`src/rtl/mux4_arb_pkg.sv`:
```
// Shared types and widths for the 4-way round-robin arbiter and its data mux.
package mux4_arb_pkg;

    localparam int IDX_W = 2;
    localparam int CNT_W = 4;

    typedef enum logic {
        IDLE = 1'b0,
        XFER = 1'b1
    } state_t;

endpackage

```
`src/rtl/mux4.sv`:
```
// Plain 4:1 data multiplexer, one word per requester, selected by index.
module mux4
    import mux4_arb_pkg::*;
#(
    parameter int WIDTH = 8
) (
    input  logic [WIDTH-1:0] d0,
    input  logic [WIDTH-1:0] d1,
    input  logic [WIDTH-1:0] d2,
    input  logic [WIDTH-1:0] d3,
    input  logic [IDX_W-1:0] sel,
    output logic [WIDTH-1:0] y
);

    always_comb begin
        y = d0;
        case (sel)
            2'd0: y = d0;
            2'd1: y = d1;
            2'd2: y = d2;
            2'd3: y = d3;
            default: y = d0;
        endcase
    end

endmodule

```
`src/rtl/mux4_rr_arbiter.sv`:
```
// Four-requester round-robin arbiter with bounded burst length and a single
// registered grant; the granted requester's word is steered to out_data.
module mux4_rr_arbiter
    import mux4_arb_pkg::*;
#(
    parameter int WIDTH    = 8,
    parameter int MAX_HOLD = 4
) (
    input  logic             clk,
    input  logic             rst_n,
    input  logic [3:0]       req,
    input  logic [WIDTH-1:0] d0,
    input  logic [WIDTH-1:0] d1,
    input  logic [WIDTH-1:0] d2,
    input  logic [WIDTH-1:0] d3,
    input  logic             out_ready,
    output logic [3:0]       grant,
    output logic [1:0]       sel,
    output logic             out_valid,
    output logic [WIDTH-1:0] out_data,
    output logic             busy
);

    localparam logic [CNT_W:0] HOLD_LIM = (CNT_W+1)'(MAX_HOLD);

    state_t           state_reg, state_next;
    logic [IDX_W-1:0] ptr_reg, ptr_next;
    logic [IDX_W-1:0] sel_reg, sel_next;
    logic [CNT_W-1:0] cnt_reg, cnt_next;
    logic [CNT_W:0]   cnt_plus;

    // First set request found scanning upward from the pointer, wrapping at 3.
    function automatic logic [IDX_W-1:0] pick(input logic [3:0] r,
                                              input logic [IDX_W-1:0] p);
        logic [IDX_W-1:0] idx;
        logic             found;
        pick  = p;
        found = 1'b0;
        for (int k = 0; k < 4; k++) begin
            idx = p + IDX_W'(k);
            if (!found && r[idx]) begin
                pick  = idx;
                found = 1'b1;
            end
        end
    endfunction

    always_ff @(posedge clk or negedge rst_n) begin
        if (!rst_n) begin
            state_reg <= IDLE;
            ptr_reg   <= '0;
            sel_reg   <= '0;
            cnt_reg   <= '0;
        end else begin
            state_reg <= state_next;
            ptr_reg   <= ptr_next;
            sel_reg   <= sel_next;
            cnt_reg   <= cnt_next;
        end
    end

    assign cnt_plus = {1'b0, cnt_reg} + (CNT_W+1)'(1);

    always_comb begin
        state_next = state_reg;
        ptr_next   = ptr_reg;
        sel_next   = sel_reg;
        cnt_next   = cnt_reg;
        case (state_reg)
            IDLE: begin
                if (|req) begin
                    sel_next   = pick(req, ptr_reg);
                    state_next = XFER;
                end
            end
            XFER: begin
                // A finished or abandoned grant hands priority to the next index
                // and parks sel at zero so idle outputs match reset.
                if (out_ready && req[sel_reg] && (cnt_plus < HOLD_LIM)) begin
                    cnt_next = cnt_plus[CNT_W-1:0];
                end else if (out_ready || !req[sel_reg]) begin
                    state_next = IDLE;
                    ptr_next   = sel_reg + IDX_W'(1);
                    cnt_next   = '0;
                    sel_next   = '0;
                end
            end
            default: state_next = IDLE;
        endcase
    end

    always_comb begin
        busy      = (state_reg == XFER);
        out_valid = (state_reg == XFER);
        sel       = sel_reg;
    end

    generate
        for (genvar gi = 0; gi < 4; gi++) begin : g_grant
            assign grant[gi] = (state_reg == XFER) && (sel_reg == IDX_W'(gi));
        end
    endgenerate

    mux4 #(
        .WIDTH (WIDTH)
    ) u_mux (
        .d0  (d0),
        .d1  (d1),
        .d2  (d2),
        .d3  (d3),
        .sel (sel_reg),
        .y   (out_data)
    );

endmodule
```
`config.mk`:
```
export PLATFORM = sky130hd
export DESIGN_NAME = mux4_rr_arbiter
export DESIGN_NICKNAME = d
export VERILOG_FILES = /design/src/rtl/mux4_arb_pkg.sv /design/src/rtl/mux4.sv /design/src/rtl/mux4_rr_arbiter.sv
export SDC_FILE = /design/constraint.sdc
export NUM_CORES = 1
export LEC_CHECK = 0
export ABC_AREA = 0
export CAP_MARGIN = 20
export CORE_ASPECT_RATIO = 1.25
export CORE_MARGIN = 3
export CORE_UTILIZATION = 39
export CTS_CLUSTER_DIAMETER = 60
export DETAILED_ROUTE_END_ITERATION = 10
export HOLD_SLACK_MARGIN = 0.1
export PLACE_DENSITY = 0.88
export SLEW_MARGIN = 20
export SYNTH_ARGS = -nofsm -noshare
export SYNTH_HDL_FRONTEND = slang
export SYNTH_SLANG_ARGS = --single-unit
```
`constraint.sdc`:
```
create_clock -name clk -period 2.9 [get_ports clk]
set_input_delay 0.435 -clock clk [delete_from_list [all_inputs] [get_ports clk]]
set_output_delay 0.435 -clock clk [all_outputs]
set_load 0.1 [all_outputs]
```
* Word-level counts from Yosys, hierarchy flattened
Cells that the tools add are included.
** Cells by class
- Reduce and logical (&&, ||, !) cells :: 20
- Add/subtract/negate cells :: 5
- Equal/unequal tests :: 6
- Bitwise operators :: 2
- Magnitude comparators :: 6
- Multiplexer cells :: 33
** Operators by type and width (number)
- $pmux 8 s4 :: 1
- $mux 1 :: 17
- $lt 2x3->1 const B :: 5
- $mux 2 :: 6
- $bmux 1 s2 :: 5
- $logic_and 1x1->1 :: 9
- $mux 4 :: 2
- $reduce_and 3->1 :: 2
- $add 4x1->5 const B :: 1
- $lt 5x3->1 const B :: 1
- $add 2x1->2 const B :: 2
- $add 2x2->2 const B :: 2
- $eq 2x2->1 const B :: 2
- $logic_not 1->1 :: 4
- $ne 2x2->1 const B :: 2
- $pmux 2 s2 :: 1
- $reduce_or 4->1 :: 1
- $eq 2x1->1 const B :: 1
- $logic_not 2->1 :: 1
- $ne 2x1->1 const B :: 1
- $not 1->1 :: 2
- $pmux 1 s2 :: 1
- $reduce_and 2->1 :: 1
- $reduce_bool 2->1 :: 1
- $logic_or 1x1->1 :: 1
** Word-level totals
- Logic and storage cells :: 76
- Register bits :: 9
- Output and inout bits :: 16

* Depth between registers and ports, before layout
- Word-level depth :: 20
- Mapped depth :: 6
- Gate-level depth less buffers :: 6

* Cells and area by module
A second synthesis with hierarchy kept.
** Second synthesis, totals
- Cells, all modules :: 73
- Area, all modules :: 788.3 um2
** Modules (own cells, without submodules)
- mux4_rr_arbiter :: instances 1, area an instance 591.8 um2, seq. area each 225.2 um2, cells each 63
- mux4 :: instances 1, area an instance 196.4 um2, seq. area each 0.0 um2, cells each 10

* Worst setup path before layout
OpenSTA, ideal clock, no wires.
- Path kind :: register to output
- Start :: register sel_reg[0] (netlist: sel[0])
- End :: output port out_data[0]
- Arrival :: 3.236 ns
- Path slack :: -0.771 ns
- Cell stages (with the launch flop) :: 5
- Cells stage by stage :: dfrtp_1 inv_1 ha_1 clkbuf_1 mux2i_1
** On the way
- Cells in the longest elaborated chain, start to end :: 2
- Elaborated cells on any way between the ends :: 5
- Classes of those cells :: 3 x eq/ne; 1 x mux; 1 x reduce/logical
** RTL lines
- start, declared :: RTL line mux4_rr_arbiter.sv:28 : logic [IDX_W-1:0] sel_reg, sel_next;
- start signal, assigned :: RTL line mux4_rr_arbiter.sv:57 : sel_reg <= sel_next;
- $eq 2x2->1 (tied with other cells) :: RTL line mux4.sv:17 : case (sel)
- $pmux 8 s4 * :: RTL line mux4.sv:17
- end, declared :: RTL line mux4_rr_arbiter.sv:20 : output logic [WIDTH-1:0] out_data,
Mark *: on every way between the ends. The rest lies on a longest branch, timed or not.

* Worst setup path after layout
- Start :: register sel_reg[1] (netlist: sel[1])
- End :: output port out_data[0]
The elaborated chain is that of the path after synthesis.

==> results by stage <==
Global routing:
- The initial antenna violation count is 0.
- The largest net degree at the start of global routing is 14.
- For this run the aggregate overflow at the end of global routing stands at 0.
- The total routing usage reported by global routing is between 20% and 30%.
- The number of global-route vias before repair is 932.
- The first global-routing pass estimated between 4000 and 5000 um of wire.

STA:
- Measured against its own limit, the worst slew margin works out to a little under two thirds.
- The number of slew-limit violations in the final report is 0.
- The highest achievable clock rate is between 0.4 and 0.5 GHz.
- The final hold violation count is 0.
- After layout, the worst path uses 84.9% of the clock period.
- Counting I/O delays and the setup requirement, the final critical path takes between 2 and 2.5 ns.
- The worst path meets setup with 0.437 ns of slack.
- Setup repair after global routing left no endpoint under its margin.
- The setup-violating endpoint count in the final report is 0.
- Setup total negative slack on the finished layout was measured at 0 ns.
- For the final database, setup skew stands at roughly 0.0034 ns.
- The transition time at the pin with the least slew margin is roughly 0.55 ns.

Layout:
- The area of the multi-input gates is ~650 um2.
- The finished layout holds 171 standard cells, fillers aside.
- The total inserted antenna cells is 0.
- The post-synthesis to final-layout area growth is 86.2%.
- The layout cell share with drive strength beyond 1 is 23.2%.
- Registers take 226 um2.
- The top cell types in the final layout, fill and taps aside, are sky130_fd_sc_hd__clkdlybuf4s50_1 (38), sky130_fd_sc_hd__inv_1 (13), sky130_fd_sc_hd__buf_4 (9).
- The most frequent standard cell in the layout excluding fill and tap cells is sky130_fd_sc_hd__clkdlybuf4s50_1.
- The end-of-flow core utilization is about four fifths.
- The number of flip-flops under the largest register name is 4.
- The net count of the finished layout is 197.
- After routing the design area is 0.00159 mm2.
- The number of fill cells is 144.

Synthesis:
- The mux share of post-synthesis cell area is 15.6%.
- The combinational family with the most area after synthesis is compound AO/OA/AOI/OAI gates.
- The netlist uses 29 different library cells.
- Counting flops and latches in the post-synthesis netlist gives 9.
- The combined area of all synthesized cells is 852 um2.
- Synthesis produced approximately 100 cells.
- Each instance of the synthesized netlist takes up on average between 8 and 9 um2.
- After Yosys synthesis, full adders, half adders and majority gates account for roughly 8.8% of the synthesized area.
- Sequential elements use 26.4% of the synthesized area.
- Summing the areas of all compound-gate instances in the mapped netlist gives 24.2% of the synthesized area.
- The synthesized-area fraction occupied by and/or/nand/nor cells is between 10% and 20%.
- Synthesis produced a netlist with a net count of between 100 and 150.
- The post-synthesis xor/xnor area fraction is 0%.
- The Yosys step of the flow raised 0 warnings.

Setup path:
- The critical path data arrival time is about 2 ns.
- The critical path is of the flip-flop to primary output type.
- STA classifies the critical path startpoint as a flip-flop.
- STA classifies the critical path endpoint as a primary output.
- Along the worst path, the maximum fanout reaches 9.
- STA puts the critical path data required time at approximately 2.5 ns.

Drt:
- The number of design rule violations left after detail routing is 0.
- The count of nets left with antenna violations after detail routing is 0.
- In this run, the number of DRC markers left after iteration 0 of detailed routing was 48.
- The number of vias per cell is ~5.8.
- The pre-antenna-repair detailed-routing pass consisted of 5 iterations.
- The total wire length is between 2000 and 3000 um.
- The detailed router placed around 1000 vias in this run.
- The mean routed wirelength per cell is ~16 um.

Placed design:
- The total half-perimeter wirelength after legalization and detailed placement is between 2000 and 2500 um.
- Timing analysis after detailed placement gives a worst setup slack of roughly 0.67 ns.
- In this run the tool buffered the top-level ports with 54 buffer cells.
- The total instance count after detailed placement is between 150 and 200.
- The area after detailed placement is approximately 0.0016 mm2.
- At the end of routability-driven placement, the weighted congestion stood at roughly 0.87.

Floorplanning:
- The initial cell density of the core is ~42%.
- The floorplan step set the die width to about 48 um.
- The floorplan row count is 18.
- After floorplanning, the core was sized to cover 0.00203 mm2.
- The I/O pin count is 55.
- The area of the die is 0.00279 mm2.
- The vertical die dimension is about 60 um.

Status:
- The run finished with clean final reports.

Pwr:
- The worst-case IR drop observed on VDD is about 0.00083 V.
- The clock network burns between 4 and 5% of the power.
- Net switching is 59.6% of the power.
- For this design the total switching power over the nets is ~0.0012 W.
- The static power due to leakage is between 0.6 and 0.7 nW.
- The ratio of total power to cell area is about 1300 mW/mm2.
- The portion of total power attributed to sequential cells is 11.8%.
- The cell-internal power is 0.000822 W.
- Per report_power, the combinational group accounts for between 80% and 90% of the total.

Run:
- The reported max-cap violation count is 0.

Clock network:
- TritonCTS built the clock tree.
- No sink is reached through more buffers than the 2 on the longest clock path.
- The clock edge transition at the registers on the reported setup and hold paths is approximately 0.060 ns.
- The clock root buffer master is sky130_fd_sc_hd__clkbuf_4.
- The tree built by TritonCTS fans out to 9 sinks.
- The later pin in the worst-skew pair is clocked with a latency of ~0.26 ns.
- The number of cells upsized or downsized after cts is 0.
- Clock tree synthesis inserted a total of 3 buffers.
- The buffers inserted during post-CTS setup optimization is 0.
- The number of hold buffers added after CTS was 0.
- CTS built an H-tree with a depth of 1.

Worst hold path:
- The worst min-delay path category is input port to async pin.
[through the flow]
stage / power (W) / hold WS (ns)
floorplan: 0.00148 / 0.139
global placement: 0.00192 / 0.495
detailed placement: 0.00195 / 0.511
CTS: 0.00205 / 0.477
global route: 0.00213 / 0.477
finish: 0.00204 / 0.475
[worst max-delay path, cell delays in order (launching register included)]
cell	delay (ns)
sky130_fd_sc_hd__dfrtp_1	0.44
sky130_fd_sc_hd__inv_1	0.11
sky130_fd_sc_hd__ha_1	0.31
sky130_fd_sc_hd__a222oi_1	0.56
sky130_fd_sc_hd__mux2i_4	0.15
sky130_fd_sc_hd__buf_12	0.20
[per-layer routing]
layer	vias to the layer above	routed length [um]	GRT usage (%)
met4	0	0	4.62
met1	464	999	24.6
li1	464	-	-
met5	-	0	0
met3	0	409	5.28
met2	57	1370	35.9
[cells in the mapped netlist]
cell type	number	share of area [%]
sky130_fd_sc_hd__inv_1	13	5.7
sky130_fd_sc_hd__dfrtp_1	9	26
sky130_fd_sc_hd__a222oi_1	8	9.4
sky130_fd_sc_hd__mux2i_1	8	9.4
sky130_fd_sc_hd__and2_1	6	4.4
sky130_fd_sc_hd__ha_1	6	8.8
sky130_fd_sc_hd__nand2_1	6	2.6
sky130_fd_sc_hd__o21ai_0	6	3.5
sky130_fd_sc_hd__clkbuf_1	5	2.2
sky130_fd_sc_hd__nor2_1	5	2.2
sky130_fd_sc_hd__a21oi_1	4	2.3
sky130_fd_sc_hd__mux2_4	2	3.5
sky130_fd_sc_hd__nor2b_1	2	1.5
sky130_fd_sc_hd__o21ai_1	2	1.2
sky130_fd_sc_hd__o32ai_1	2	2.1
sky130_fd_sc_hd__a211oi_1	1	0.88
sky130_fd_sc_hd__a21boi_1	1	0.88
sky130_fd_sc_hd__a21oi_4	1	1.9
sky130_fd_sc_hd__and2b_1	1	0.88
sky130_fd_sc_hd__and2b_2	1	1.0
sky130_fd_sc_hd__buf_4	1	0.88
sky130_fd_sc_hd__mux4_2	1	2.6
sky130_fd_sc_hd__nand3_1	1	0.59
sky130_fd_sc_hd__nand4_1	1	0.73
sky130_fd_sc_hd__nor3_1	1	0.59
sky130_fd_sc_hd__nor3b_1	1	0.88
sky130_fd_sc_hd__o21ai_2	1	1.0
sky130_fd_sc_hd__o221ai_1	1	1.0
sky130_fd_sc_hd__or3_1	1	0.73
[worst paths after layout]
kind / depth (start not counted) / start / slack (ns) / to
min in group clk: 1 / cnt_reg[2]$_DFFE_PN0P_ / 0.53 / cnt_reg[2]$_DFFE_PN0P_
worst min-delay path: 1 / rst_n / 0.47 / ptr_reg[1]$_DFFE_PN0P_
worst max-delay path: 5 / sel[1]$_DFFE_PN0P_ / 0.44 / out_data[0]
worst max register to register: 3 / sel[0]$_DFFE_PN0P_ / 1.23 / ptr_reg[0]$_DFFE_PN0P_
max in group asynchronous: 1 / rst_n / 2.11 / sel[0]$_DFFE_PN0P_
worst min register to register: 1 / cnt_reg[2]$_DFFE_PN0P_ / 0.53 / cnt_reg[2]$_DFFE_PN0P_
[cell families after synthesis]
logic type               count (synthesis)
adder cells (fa/ha/maj)                  6
buffers and inverters                   19
multiplexers                            11
AND/OR/NAND/NOR                         26
flip-flops                               9
AO/OA/AOI/OAI                           27
[power groups by stage]
stage | clock, W | sequential (W) | combinational, W
global placement | 0 | 0.000237 | 0.00169
detailed placement | 0 | 0.000243 | 0.00171
floorplan | 0 | 0.000338 | 0.00114
CTS | 0.0000976 | 0.000241 | 0.00171
finish | 0.0000943 | 0.000241 | 0.00170
global route | 0.000105 | 0.000253 | 0.00177
[layout make-up]
class | count | share of cell area, %
Inverter | 13 | 3.08
Multi-Input combinational cell | 70 | 41.1
Timing Repair Buffer | 55 | 38.3
Clock buffer | 4 | 1.66
Tap cell | 20 | 1.58
Sequential cell | 9 | 14.3
(Power assumes the default switching activity.)
